File: config.mk
export PLATFORM = sky130hd
export DESIGN_NAME = fir_ctrl_flat
export DESIGN_NICKNAME = d
export VERILOG_FILES = /design/src/rtl/fir_pkg.sv /design/src/rtl/fir_ctrl_if.sv /design/src/rtl/fir_mac.sv /design/src/rtl/fir_ctrl.sv /design/src/flat_wrapper.sv
export SDC_FILE = /design/constraint.sdc
export NUM_CORES = 1
export LEC_CHECK = 0
export ABC_AREA = 1
export BUFFER_PORTS_ARGS = -buffer_cell sky130_fd_sc_hd__buf_2
export CAP_MARGIN = 5
export CORE_MARGIN = 2
export CORE_UTILIZATION = 65
export CTS_CLUSTER_SIZE = 16
export DETAILED_ROUTE_END_ITERATION = 8
export PLACE_DENSITY = 0.84
export SLEW_MARGIN = 20
export SYNTH_ARGS = -nofsm -noshare
export SYNTH_HDL_FRONTEND = slang
export SYNTH_SLANG_ARGS = --single-unit
File: constraint.sdc
create_clock -name clock -period 10 [get_ports clock]
set_input_delay 2 -clock clock [delete_from_list [all_inputs] [get_ports clock]]
set_output_delay 2 -clock clock [all_outputs]
set_load 0.1 [all_outputs]
File: src/rtl/fir_pkg.sv
// fir_pkg: shared types and constants for the FIR sequencer.
//   FIR_DW / FIR_AW / FIR_ACCW : default sample, address and accumulator widths
//   state_t                    : sequencer states
//   ROUND_CONST, SAT_MAX/MIN   : output rounding offset and saturation limits (Q1.17)
package fir_pkg;

   localparam int FIR_DW    = 18;
   localparam int FIR_AW    = 7;
   localparam int FIR_ACCW  = 2 * FIR_DW + FIR_AW;

   // Coefficients are Q1.17, so the accumulator carries 17 fractional bits.
   localparam int FRAC_BITS = FIR_DW - 1;

   // Half an output LSB: adding it before the shift rounds half up.
   localparam longint ROUND_CONST = longint'(1) <<< (FRAC_BITS - 1);
   localparam longint SAT_MAX     = (longint'(1) <<< (FIR_DW - 1)) - 1;
   localparam longint SAT_MIN     = -(longint'(1) <<< (FIR_DW - 1));

   // Read-data, product and accumulate stages to flush after the last tap.
   localparam int DRAIN_CYCLES = 3;

   typedef enum logic [2:0] {
      S_CLEAR,
      S_IDLE,
      S_WRITE,
      S_MAC,
      S_DRAIN,
      S_OUT
   } state_t;

endpackage

File: src/rtl/fir_ctrl_if.sv
// fir_ctrl_if: sample stream and RAM-port bundle of the FIR sequencer.
//   din_valid/din/din_ready   : input sample handshake
//   coef_addr/coef_data       : coefficient RAM read port (1-cycle latency)
//   smp_we/smp_waddr/smp_wdata: sample RAM write port
//   smp_raddr/smp_rdata       : sample RAM read port (1-cycle latency)
//   dout/dout_valid           : filtered output and its one-cycle strobe
// modport master is the sequencer side, modport slave the environment side.
interface fir_ctrl_if
   import fir_pkg::*;
#(
   parameter int DW = FIR_DW,
   parameter int AW = FIR_AW
);

   logic                 din_valid;
   logic signed [DW-1:0] din;
   logic                 din_ready;
   logic [AW-1:0]        coef_addr;
   logic signed [DW-1:0] coef_data;
   logic                 smp_we;
   logic [AW-1:0]        smp_waddr;
   logic signed [DW-1:0] smp_wdata;
   logic [AW-1:0]        smp_raddr;
   logic signed [DW-1:0] smp_rdata;
   logic signed [DW-1:0] dout;
   logic                 dout_valid;

   modport master (
      input  din_valid, din, coef_data, smp_rdata,
      output din_ready, coef_addr, smp_we, smp_waddr, smp_wdata, smp_raddr,
             dout, dout_valid
   );

   modport slave (
      output din_valid, din, coef_data, smp_rdata,
      input  din_ready, coef_addr, smp_we, smp_waddr, smp_wdata, smp_raddr,
             dout, dout_valid
   );

endinterface

File: src/rtl/fir_mac.sv
// fir_mac: two-stage multiply/accumulate.
//   clock, reset : rising-edge clock, asynchronous active-high reset
//   clear        : zero the accumulator (and drop any product in flight)
//   in_valid     : coef/smp carry a valid tap this cycle
//   coef, smp    : signed operands
//   acc          : running sum of valid products
module fir_mac
   import fir_pkg::*;
#(
   parameter int DW   = FIR_DW,
   parameter int ACCW = FIR_ACCW
) (
   input  logic                   clock,
   input  logic                   reset,
   input  logic                   clear,
   input  logic                   in_valid,
   input  logic signed [DW-1:0]   coef,
   input  logic signed [DW-1:0]   smp,
   output logic signed [ACCW-1:0] acc
);

   logic signed [2*DW-1:0] prod;
   logic                   prod_valid;

   always_ff @(posedge clock or posedge reset) begin
      if (reset) begin
         prod       <= '0;
         prod_valid <= 1'b0;
         acc        <= '0;
      end else begin
         // NOTE: non-blocking assignments make every stage sample its pre-edge inputs.
         prod       <= (2*DW)'(coef) * (2*DW)'(smp);
         prod_valid <= in_valid & ~clear;
         if (clear)
            acc <= '0;
         else if (prod_valid)
            acc <= acc + ACCW'(prod);
      end
   end

endmodule

File: src/rtl/fir_ctrl.sv
// fir_ctrl: FIR sequencer.
//   clock, reset : rising-edge clock, asynchronous active-high reset
//   bus          : fir_ctrl_if.master (sample handshake, coefficient and
//                  sample RAM ports, filtered output)
// After reset the sample RAM is zeroed, then each accepted sample is written
// at wptr and NTAPS taps are walked newest-to-oldest through fir_mac. The
// accumulator is rounded half up and saturated to DW bits for dout.
module fir_ctrl
   import fir_pkg::*;
#(
   parameter int NTAPS = 64,
   parameter int DW    = FIR_DW,
   parameter int AW    = FIR_AW,
   parameter int ACCW  = FIR_ACCW
) (
   input  logic       clock,
   input  logic       reset,
   fir_ctrl_if.master bus
);

   localparam int QW = ACCW - FRAC_BITS;
   localparam logic signed [QW-1:0] Q_MAX = QW'(SAT_MAX);
   localparam logic signed [QW-1:0] Q_MIN = QW'(SAT_MIN);

   // cnt is one bit wider than an address so the clear walk can count to 2**AW.
   localparam logic [AW:0] CLEAR_LAST = (AW+1)'(2**AW);
   localparam logic [AW:0] MAC_LAST   = (AW+1)'(NTAPS - 1);
   localparam logic [AW:0] DRAIN_LAST = (AW+1)'(DRAIN_CYCLES - 1);

   state_t                 state;
   logic [AW:0]            cnt;
   logic [AW-1:0]          wptr;
   logic                   mac_clear;
   logic                   rd_valid;
   logic signed [ACCW-1:0] acc;
   logic signed [QW-1:0]   q;
   logic signed [DW-1:0]   sat;

   fir_mac #(.DW(DW), .ACCW(ACCW)) u_mac (
      .clock    (clock),
      .reset    (reset),
      .clear    (mac_clear),
      .in_valid (rd_valid),
      .coef     (bus.coef_data),
      .smp      (bus.smp_rdata),
      .acc      (acc)
   );

   assign q = QW'((acc + ACCW'(ROUND_CONST)) >>> FRAC_BITS);

   always_comb begin
      // NOTE: sat gets a value before any branch, so no latch can be inferred.
      sat = q[DW-1:0];
      if (q > Q_MAX)
         sat = DW'(SAT_MAX);
      else if (q < Q_MIN)
         sat = DW'(SAT_MIN);
   end

   // Outputs are registered together with the state they belong to, so each
   // branch sets the values the next state presents.
   always_ff @(posedge clock or posedge reset) begin
      if (reset) begin
         state          <= S_CLEAR;
         cnt            <= '0;
         wptr           <= '0;
         mac_clear      <= 1'b0;
         rd_valid       <= 1'b0;
         bus.din_ready  <= 1'b0;
         bus.coef_addr  <= '0;
         bus.smp_we     <= 1'b0;
         bus.smp_waddr  <= '0;
         bus.smp_wdata  <= '0;
         bus.smp_raddr  <= '0;
         bus.dout       <= '0;
         bus.dout_valid <= 1'b0;
      end else begin
         // RAM data returns one cycle after a MAC-state address.
         rd_valid       <= (state == S_MAC);
         mac_clear      <= 1'b0;
         bus.dout_valid <= 1'b0;
         case (state)
            S_CLEAR: begin
               if (cnt == CLEAR_LAST) begin
                  state         <= S_IDLE;
                  cnt           <= '0;
                  bus.smp_we    <= 1'b0;
                  bus.din_ready <= 1'b1;
               end else begin
                  bus.smp_we    <= 1'b1;
                  bus.smp_waddr <= cnt[AW-1:0];
                  bus.smp_wdata <= '0;
                  cnt           <= cnt + 1'b1;
               end
            end
            // OUT already behaves as IDLE: a sample may be taken the same cycle.
            S_IDLE, S_OUT: begin
               if (bus.din_valid) begin
                  state         <= S_WRITE;
                  bus.din_ready <= 1'b0;
                  bus.smp_we    <= 1'b1;
                  bus.smp_waddr <= wptr;
                  bus.smp_wdata <= bus.din;
                  mac_clear     <= 1'b1;
               end else begin
                  state <= S_IDLE;
               end
            end
            S_WRITE: begin
               state         <= S_MAC;
               bus.smp_we    <= 1'b0;
               cnt           <= '0;
               bus.coef_addr <= '0;
               bus.smp_raddr <= wptr;
            end
            S_MAC: begin
               if (cnt == MAC_LAST) begin
                  state <= S_DRAIN;
                  cnt   <= '0;
               end else begin
                  cnt           <= cnt + 1'b1;
                  bus.coef_addr <= cnt[AW-1:0] + AW'(1);
                  bus.smp_raddr <= wptr - cnt[AW-1:0] - AW'(1);
               end
            end
            S_DRAIN: begin
               if (cnt == DRAIN_LAST) begin
                  state          <= S_OUT;
                  cnt            <= '0;
                  bus.dout       <= sat;
                  bus.dout_valid <= 1'b1;
                  bus.din_ready  <= 1'b1;
                  wptr           <= wptr + 1'b1;
               end else begin
                  cnt <= cnt + 1'b1;
               end
            end
            default: begin
               state <= S_CLEAR;
               cnt   <= '0;
            end
         endcase
      end
   end

endmodule

File: src/flat_wrapper.sv
// flat-port wrapper written by rule: the top's interface ports become plain ports
module fir_ctrl_flat import fir_pkg::*;
#(
   parameter int NTAPS = 64,
   parameter int DW    = FIR_DW,
   parameter int AW    = FIR_AW,
   parameter int ACCW  = FIR_ACCW
)
  (clock, reset, bus_din_valid, bus_din, bus_coef_data, bus_smp_rdata, bus_din_ready, bus_coef_addr, bus_smp_we, bus_smp_waddr, bus_smp_wdata, bus_smp_raddr, bus_dout, bus_dout_valid);
  fir_ctrl_if #(.DW(DW), .AW(AW)) bus_i ();
  input  logic clock;
  input  logic reset;
  input wire logic [$bits(bus_i.din_valid)-1:0] bus_din_valid;
  input wire logic [$bits(bus_i.din)-1:0] bus_din;
  input wire logic [$bits(bus_i.coef_data)-1:0] bus_coef_data;
  input wire logic [$bits(bus_i.smp_rdata)-1:0] bus_smp_rdata;
  output wire logic [$bits(bus_i.din_ready)-1:0] bus_din_ready;
  output wire logic [$bits(bus_i.coef_addr)-1:0] bus_coef_addr;
  output wire logic [$bits(bus_i.smp_we)-1:0] bus_smp_we;
  output wire logic [$bits(bus_i.smp_waddr)-1:0] bus_smp_waddr;
  output wire logic [$bits(bus_i.smp_wdata)-1:0] bus_smp_wdata;
  output wire logic [$bits(bus_i.smp_raddr)-1:0] bus_smp_raddr;
  output wire logic [$bits(bus_i.dout)-1:0] bus_dout;
  output wire logic [$bits(bus_i.dout_valid)-1:0] bus_dout_valid;
  assign bus_i.din_valid = bus_din_valid;
  assign bus_i.din = bus_din;
  assign bus_i.coef_data = bus_coef_data;
  assign bus_i.smp_rdata = bus_smp_rdata;
  assign bus_din_ready = bus_i.din_ready;
  assign bus_coef_addr = bus_i.coef_addr;
  assign bus_smp_we = bus_i.smp_we;
  assign bus_smp_waddr = bus_i.smp_waddr;
  assign bus_smp_wdata = bus_i.smp_wdata;
  assign bus_smp_raddr = bus_i.smp_raddr;
  assign bus_dout = bus_i.dout;
  assign bus_dout_valid = bus_i.dout_valid;
  fir_ctrl #(.NTAPS(NTAPS), .DW(DW), .AW(AW), .ACCW(ACCW)) u_core (.clock(clock), .reset(reset), .bus(bus_i));
endmodule
==> flow_summary.yaml, run 1 <==
worst_setup_path:
  startpoint_type: "input pin"
  cp.arrival_ps: 7980
  path_class: "input pin to flop"
  crit_path_end_kind: "flop"
  crit_required_ps: 10360
  cp_max_fo: 18
yosys:
  async_flop_share: 1.00
  synth_cell_types: 46
  synth-seq-cells: 160
  synth_edf_count: 0
  synthCells: 3002
  synthesis.nets: 3536
  synth.yosys.warnings: 0
  synth-seq-area-share: 0.178
  postSynthAreaPerCell_sq_um: 7.49
  synthFlopType: "dfrtp_1"
  syn_area_sq_um: 22500
clock_network:
  post_cts_resized: 0
  worstSkewPairLatency_ps: 450
  cts.clk_slew.worst_paths_ps: 80
  h-tree-depth: 4
  cts_buffer_depth: 2
  cts-hold-fix-buffers: 0
  postCtsSetupBuffers: 0
  cts_buffers: 17
  cts_tree: "yes"
  clock-root-buffer: "clkbuf_16"
  cts.sinks: 160
global_route:
  grt-ovfl-total: 0
  met2_usage: 0.571
  grt_pass1_wl_mm: 96.0
  met1_usage: 0.436
  grt.busiest_layer: "met2"
  grt_max_degree: 94
  first_global_vias: 20100
  antenna_found_initial: 0
  grtUsageTotal: 0.334
  use_met3: 0.0443
timing:
  fmax_mhz: 131
  final.period_utilization: 0.761
  finalCriticalPeriod_ps: 7610
  setup_viol: 0
  setup_tns_ps: 0
  max_slew_margin: 0.260
  slew_violations: 0
  hold_slack_ps: 469
  rsz0062_at_grt: "false"
  worst_slew_pin_slew_ps: 1110
  finalHoldViolCount: 0
  fin_skew_ps: 13.7
drt:
  wl_per_cell_um: 16.2
  ant_nets: 0
  drc_errors: 0
  routed_wl_mm: 57.1
  vias: 19200
  first_pass_iters: 6
  viasPerCell: 5.46
  drt_iter0_markers: 1609
final_layout:
  nFillCells: 2774
  fin_area_sq_um: 23900
  drive_gt1_frac: 0.0594
  final_common_cell: "nand2_1"
  most-common-layout-cells: "nand2_1, inv_1, fa_1, nor2_1, dfrtp_1"
  fin_nets: 3583
  syn2layout_area_growth_pct: 6.38
  n_antenna_cell: 0
die:
  coreArea_sq_um: 34300
  die_w_um: 190
  floorplan.initialDensity: 0.656
  placementRows: 68
  die_area_sq_um: 36100
  die_h_um: 190
  pin_count: 117
placement:
  dp_hpwl_mm: 46.7
  port_buffers: 116
  place_congestion: 0.981
  place_area_sq_um: 23300
worst_hold_path:
  min_path_type: "flop to flop"
run:
  max_cap_viol_count: 0
run_status:
  outcome: "finished clean"
[cell type report]
class | instances | area (sq um) | share of cell area
Clock buffer | 17 | 425 | 0.0178
Multi-Input combinational cell | 1993 | 15300 | 0.639
Inverter | 756 | 2840 | 0.119
Clock inverter | 15 | 179 | 0.00748
Sequential cell | 160 | 4000 | 0.167
Tap cell | 455 | 569 | 0.0238
Timing Repair Buffer | 121 | 618 | 0.0258
[kinds of logic after synthesis]
kind of cell / after synthesis / share of synthesized area
compound gates: 280 / 0.0697
xor+xnor: 72 / 0.0280
fa+ha+maj: 477 / 0.376
buf+inv: 849 / 0.143
flops: 160 / 0.178
simple gates: 1164 / 0.206
[per-layer routing]
layer  share of wire  vias up
met2            0.49      789
met1            0.42     9330
met5               0        -
met4           0.030        0
li1                -     8953
met3           0.066      133
[cell usage after synthesis, types with 3 or more instances]
library cell | instances | area (sq um)
nand4_1 | 6 | 37.5
inv_1 | 750 | 2820
o21ai_0 | 90 | 450
nor4_1 | 6 | 37.5
nor2_2 | 8 | 50.1
and3_1 | 5 | 31.3
a21oi_1 | 119 | 596
o21a_1 | 3 | 22.5
clkbuf_1 | 84 | 315
nand2_1 | 787 | 2950
nor3_1 | 18 | 90.1
a21boi_0 | 3 | 22.5
ha_1 | 146 | 1830
nand3_1 | 99 | 495
o21bai_1 | 9 | 67.6
dfrtp_1 | 160 | 4000
xnor2_1 | 18 | 158
xor2_1 | 54 | 473
inv_2 | 4 | 15.0
buf_2 | 4 | 20.0
a32o_1 | 3 | 30.0
fa_1 | 331 | 6630
or2_2 | 7 | 43.8
o22ai_1 | 6 | 37.5
a31oi_1 | 22 | 138
nor2_1 | 221 | 830
a21o_1 | 7 | 52.6
o31ai_1 | 5 | 37.5
buf_1 | 3 | 11.3
[state kept, by name, summed over array words and instances (netlist names), 3 cells and up]
register	flops
u_core.bus.smp_waddr	7
u_core.bus.dout	18
u_core.u_mac.prod	36
u_core.wptr	7
u_core.state	3
u_core.cnt	8
u_core.bus.smp_wdata	18
u_core.bus.coef_addr	7
u_core.u_mac.acc	43
u_core.bus.smp_raddr	7
[worst paths after layout]
check	start	end	slack [ps]	cells past startpoint
max	bus_coef_data[17]	u_core.u_mac.prod[35]	2390	18
min	u_core.bus.smp_wdata[8]	u_core.bus.smp_wdata[8]	470	2
max reg2reg	u_core.state[0]	u_core.bus.smp_wdata[15]	6910	7
min reg2reg	u_core.bus.smp_wdata[8]	u_core.bus.smp_wdata[8]	470	2
max in group asynchronous	reset	u_core.u_mac.prod_valid	6870	3
min in group asynchronous	reset	u_core.bus.dout[9]	1710	2
[stage by stage]
| stage | setup WS [ps] | std cells | utilization |
|---|---|---|---|
| 6_report | 2390 | 3517 | 0.698 |
| 5_1_grt | 2000 | 3517 | 0.698 |
| 4_1_cts | 2340 | 3517 | 0.698 |
| 3_5_place_dp | 1900 | 3485 | 0.680 |
| 3_3_place_gp | 2050 | 3485 | 0.680 |
| 2_1_floorplan | 2250 | 3002 | - |
[critical path, stage by stage]
cell and delay, ps:
buf_2 310, nand2_1 190, fa_1 590, inv_1 80, fa_1 1000, fa_1 630, fa_1 560, inv_1 50
fa_1 500, fa_1 540, inv_1 40, ha_1 350, inv_1 90, nor3_1 370, nand4_1 120, or2_2 310
nand3_1 80, xor2_1 140
Power of run 1 is left out: the tool's default activity adds up to more than one toggle a clock period on the data nets, which glitch-free logic cannot reach.
==> run 2: changes to the inputs <==
- CORE_UTILIZATION: 65 -> 58
- PLACE_DENSITY: 0.84 -> 0.79
- clock period: 10 -> 7 ns (I/O delays scaled with it)
==> run 2 against run 1 <==
Cell area up 1.7%. Global-route usage is 3.4 points lower. Sequential cell count did not move. Register-to-register slack got worse by 3000 ps. Non-clock buffer count increased by 44. Critical path type unchanged. Core utilization decreased by 6.5 points. Clock skew decreased by 1.7 ps. Setup slack got worse by 2000 ps. Highest routed layer unchanged. Cell count grew 3.0%. First-iteration DRC count shrank 13%. Critical path depth is 6 higher.
==> flow_summary.yaml, run 2 (synthesized netlist as in run 1, its figures left out) <==
run_status:
  outcome: "finished clean"
final_layout:
  top_regs: "u_core.u_mac.acc (43), u_core.u_mac.prod (36)"
  final_core_util: 0.633
  n_antenna_cell: 0
  syn2layout_area_growth_pct: 8.24
  drive_gt1_frac: 0.0731
  largest_reg_flops: 43
  final_common_cell: "nand2_1"
  fin_area_sq_um: 24300
  nFillCells: 3380
  top_register: "u_core.u_mac.acc"
  fin_nets: 3627
  most-common-layout-cells: "nand2_1, inv_1, fa_1, nor2_1, dfrtp_1"
die:
  die_area_sq_um: 40400
  die_h_um: 201
  placementRows: 72
  die_w_um: 201
  pin_count: 117
  floorplan.initialDensity: 0.585
  coreArea_sq_um: 38500
drt:
  drc_errors: 0
  ant_nets: 0
  vias: 19200
  viasPerCell: 5.29
  first_pass_iters: 8
  wl_per_cell_um: 16.0
  drt_iter0_markers: 1396
  routed_wl_mm: 57.9
global_route:
  antenna_found_initial: 0
  grtUsageTotal: 0.300
  first_global_vias: 20100
  grt_max_degree: 111
  grt_pass1_wl_mm: 97.2
  grt-ovfl-total: 0
clock_network:
  cts.clk_slew.worst_paths_ps: 70
  cts.sinks: 160
  cts_buffer_depth: 2
  worstSkewPairLatency_ps: 450
  clock-root-buffer: "clkbuf_16"
  post_cts_resized: 0
  cts_buffers: 17
  postCtsSetupBuffers: 0
  cts-hold-fix-buffers: 0
  h-tree-depth: 4
  cts_tree: "yes"
timing:
  final.period_utilization: 0.949
  rsz0062_at_grt: "false"
  finalHoldViolCount: 0
  fmax_mhz: 151
  fin_skew_ps: 12.0
  finalCriticalPeriod_ps: 6640
  hold_slack_ps: 470
  worst_slew_pin_slew_ps: 1120
  slew_violations: 0
  max_slew_margin: 0.253
  setup_viol: 0
  setup_tns_ps: 0
worst_setup_path:
  startpoint_type: "input pin"
  crit_path_end_kind: "flop"
  cp_max_fo: 18
  cp.arrival_ps: 7010
  cp-startpoint: "bus_smp_rdata[11]"
  r2r_cells: 6
  path_class: "input pin to flop"
  crit_required_ps: 7370
  rrSetupSlack_ps: 3880
  reg2reg_from: "u_core.state[1]"
  r2r_end: "u_core.bus.smp_wdata[9]"
placement:
  port_buffers: 116
  dp_hpwl_mm: 48.3
  place_congestion: 0.976
  place_area_sq_um: 23700
worst_hold_path:
  hp-start: "u_core.bus.smp_wdata[10]"
  holdPathEnd: "u_core.bus.smp_wdata[10]"
  holdPathStages: 2
  min_path_type: "flop to flop"
run:
  max_cap_viol_count: 0
## run 2: cell count changes in the layout (fill, tap and decap cells not counted), sizes merged
| cell | before | now |
|---|---|---|
| inv | 765 | 762 |
| buf | 121 | 165 |
| clkinv | 4 | 5 |
| bufinv | 1 | 2 |
| clkinvlp | 1 | 0 |
| clkbuf | 17 | 19 |
## run 2: worst max-delay path by stage
stage,to,slack (ps),cells past startpoint
3_5_place_dp,u_core.u_mac.prod[27],-90,21
3_3_place_gp,u_core.u_mac.prod[27],70,21
5_1_grt,u_core.u_mac.prod[31],130,24
6_report,u_core.u_mac.prod[31],360,24
2_1_floorplan,u_core.u_mac.prod[35],10,19
4_1_cts,u_core.u_mac.prod[27],390,21
## run 2: layer usage
metal | global-route usage | routed length, um
met1 | 0.380 | 23600
met2 | 0.532 | 28900
met3 | 0.0268 | 3300
met5 | 0 | 0
met4 | 0.117 | 2040
## run 2: worst max-delay path, stage by stage
cell and delay (ps):
buf_2 330, nand2_1 140, fa_1 570, inv_1 60, fa_1 510, inv_1 50
fa_1 480, inv_1 60, fa_1 500, fa_1 540, inv_1 50, fa_1 530
inv_1 40, ha_1 370, nand2_1 160, nor4_1 360, buf_4 190, nand3_1 60
nand3_1 130, nand2_1 90, nand2_1 120, nand2_1 60, nand2_1 70, xor2_1 140
## run 2: area by class of cell
class                           instances  area, sq um  area share
Multi-Input combinational cell       1993        15300       0.628
Inverter                              756         2840       0.117
Sequential cell                       160         4000       0.164
Clock buffer                           19          443      0.0182
Timing Repair Buffer                  165          948      0.0390
Clock inverter                         13          165     0.00678
Tap cell                              518          648      0.0266
## run 2: metrics by stage
stage                     setup slack (ps)  instances
after CTS                              395       3624
after global routing                   126       3624
after floorplan                       12.7       3002
after detailed placement             -93.5       3592
after global placement                66.9       3592
final                                  360       3624
Power of run 2 is left out for the same reason.
==> run 3: changes to the inputs <==
- ABC_CLOCK_PERIOD_IN_PS: not set -> 7000
- REMOVE_ABC_BUFFERS: not set -> 1
==> run 3 against run 2 <==
Via count decreased by 0.83%. Clock skew down 1.6 ps. Cell area up 0.25%. Global-route usage down 0.66 points. Register-to-register slack gained 40 ps. Worst hold slack got worse by 2.9 ps. First-iteration DRC count fell by 4.7%. Cell count about the same. Sequential share of layout area is essentially flat. Core utilization grew 0.16 points. Critical path type unchanged. Largest cell class unchanged.
==> flow_summary.yaml, run 3 (synthesized netlist as in run 1, its figures left out) <==
final_layout:
  most-common-layout-cells: "nand2_1, inv_1, fa_1, nor2_1, dfrtp_1"
  top_regs: "u_core.u_mac.acc (43), u_core.u_mac.prod (36)"
  n_antenna_cell: 0
  nFillCells: 3387
  fin_area_sq_um: 24400
  largest_reg_flops: 43
  syn2layout_area_growth_pct: 8.51
  fin_nets: 3630
  final_common_cell: "nand2_1"
  top_register: "u_core.u_mac.acc"
  drive_gt1_frac: 0.0733
clock_network:
  cts-hold-fix-buffers: 0
  cts.clk_slew.worst_paths_ps: 60
  postCtsSetupBuffers: 0
  cts.sinks: 160
  cts_tree: "yes"
  worstSkewPairLatency_ps: 440
  cts_buffers: 17
  h-tree-depth: 4
  clock-root-buffer: "clkbuf_16"
  post_cts_resized: 0
  cts_buffer_depth: 2
die:
  die_area_sq_um: 40400
  pin_count: 117
  die_h_um: 201
  placementRows: 72
  floorplan.initialDensity: 0.585
  coreArea_sq_um: 38500
  die_w_um: 201
timing:
  worst_slew_pin_slew_ps: 1050
  max_slew_margin: 0.299
  rsz0062_at_grt: "false"
  setup_tns_ps: 0
  setup_viol: 0
  fmax_mhz: 150
  finalCriticalPeriod_ps: 6680
  finalHoldViolCount: 0
  fin_skew_ps: 10.4
  slew_violations: 0
  final.period_utilization: 0.954
global_route:
  grt_pass1_wl_mm: 96.1
  grt-ovfl-total: 0
  antenna_found_initial: 0
  first_global_vias: 20200
  grt_max_degree: 86
  grtUsageTotal: 0.293
drt:
  wl_per_cell_um: 15.5
  routed_wl_mm: 56.3
  drc_errors: 0
  vias: 19000
  drt_iter0_markers: 1330
  ant_nets: 0
  viasPerCell: 5.24
  first_pass_iters: 7
worst_setup_path:
  path_cells: "buf_2 > clkinv_1 > buf_4 > nor2_1 > fa_1 > fa_1 > fa_1 > fa_1 > fa_1 > inv_1 > fa_1 > inv_1 > ha_1 > nand2_1 > inv_1 > nand2_1 > nor3_1 > nand4_1 > nand3_1 > nand2_1 > nand2_1 > nand2_1 > nand2_1 > xor2_1"
  max_stage_delay_ps: 550
  cp.arrival_ps: 7030
  cp_slowest_cell: "fa_1"
  startpoint_type: "input pin"
  cp_max_fo: 8
  rrSetupSlack_ps: 3920
  crit_path_end_kind: "flop"
  crit_required_ps: 7350
  path_class: "input pin to flop"
placement:
  dp_hpwl_mm: 47.6
  place_area_sq_um: 23800
  port_buffers: 116
  place_congestion: 0.947
run_status:
  outcome: "finished clean"
run:
  max_cap_viol_count: 0
worst_hold_path:
  min_path_type: "flop to flop"
==> run 3: cell types whose count changed in the layout (fill, tap and decap cells not counted), moves of 2 or more <==
cell,before,now
buf_4,49,52
clkinvlp_4,0,4
bufinv_16,2,5
inv_6,7,3
inv_8,2,0
==> run 3: per-layer routing <==
layer / up-vias / wire, um / GRT usage
met4: 0 / 1900 / 0.112
met3: 121 / 2970 / 0.0291
met2: 652 / 28700 / 0.530
met5: - / 0 / 0
li1: 9050 / - / -
met1: 9198 / 22800 / 0.363
==> run 3: through the flow <==
step	util	hold WS (ps)	setup WS, ps	instances
after floorplan	-	422	284	2909
final	0.635	467	322	3627
after global placement	0.617	449	-37.1	3595
after detailed placement	0.617	459	-101	3595
after CTS	0.634	471	349	3627
after global routing	0.635	494	11.6	3627
==> run 3: path summary, 6_finish.rpt <==
| check | startpoint | endpoint | depth (start not counted) |
|---|---|---|---|
| max in group asynchronous | reset | u_core.bus.dout[17] | 3 |
| hold reg to reg | u_core.bus.smp_wdata[10] | u_core.bus.smp_wdata[10] | 2 |
| setup / recovery | bus_smp_rdata[17] | u_core.u_mac.prod[34] | 24 |
| hold / removal | u_core.bus.smp_wdata[10] | u_core.bus.smp_wdata[10] | 2 |
| min in group asynchronous | reset | u_core.bus.smp_raddr[5] | 2 |
| setup reg to reg | u_core.state[0] | u_core.bus.smp_wdata[14] | 7 |
==> run 3: critical path: cells and delay by family <==
kind                       cells  cell delay [ps]
adders and majority gates      7             3440
and+or+nand+nor               10             1300
buffers and inverters          6              730
xor gates and xnor gates       1              170
==> run 3: layout make-up <==
class,instances,area (sq um),area share
well taps,518,648,0.0266
inverters,756,2840,0.116
clock inverters,12,206,0.00846
multi-input cells,1993,15300,0.626
repair buffers,168,971,0.0398
flip-flops and latches,160,4000,0.164
clock buffers,20,447,0.0183
Power of run 3 is left out for the same reason.
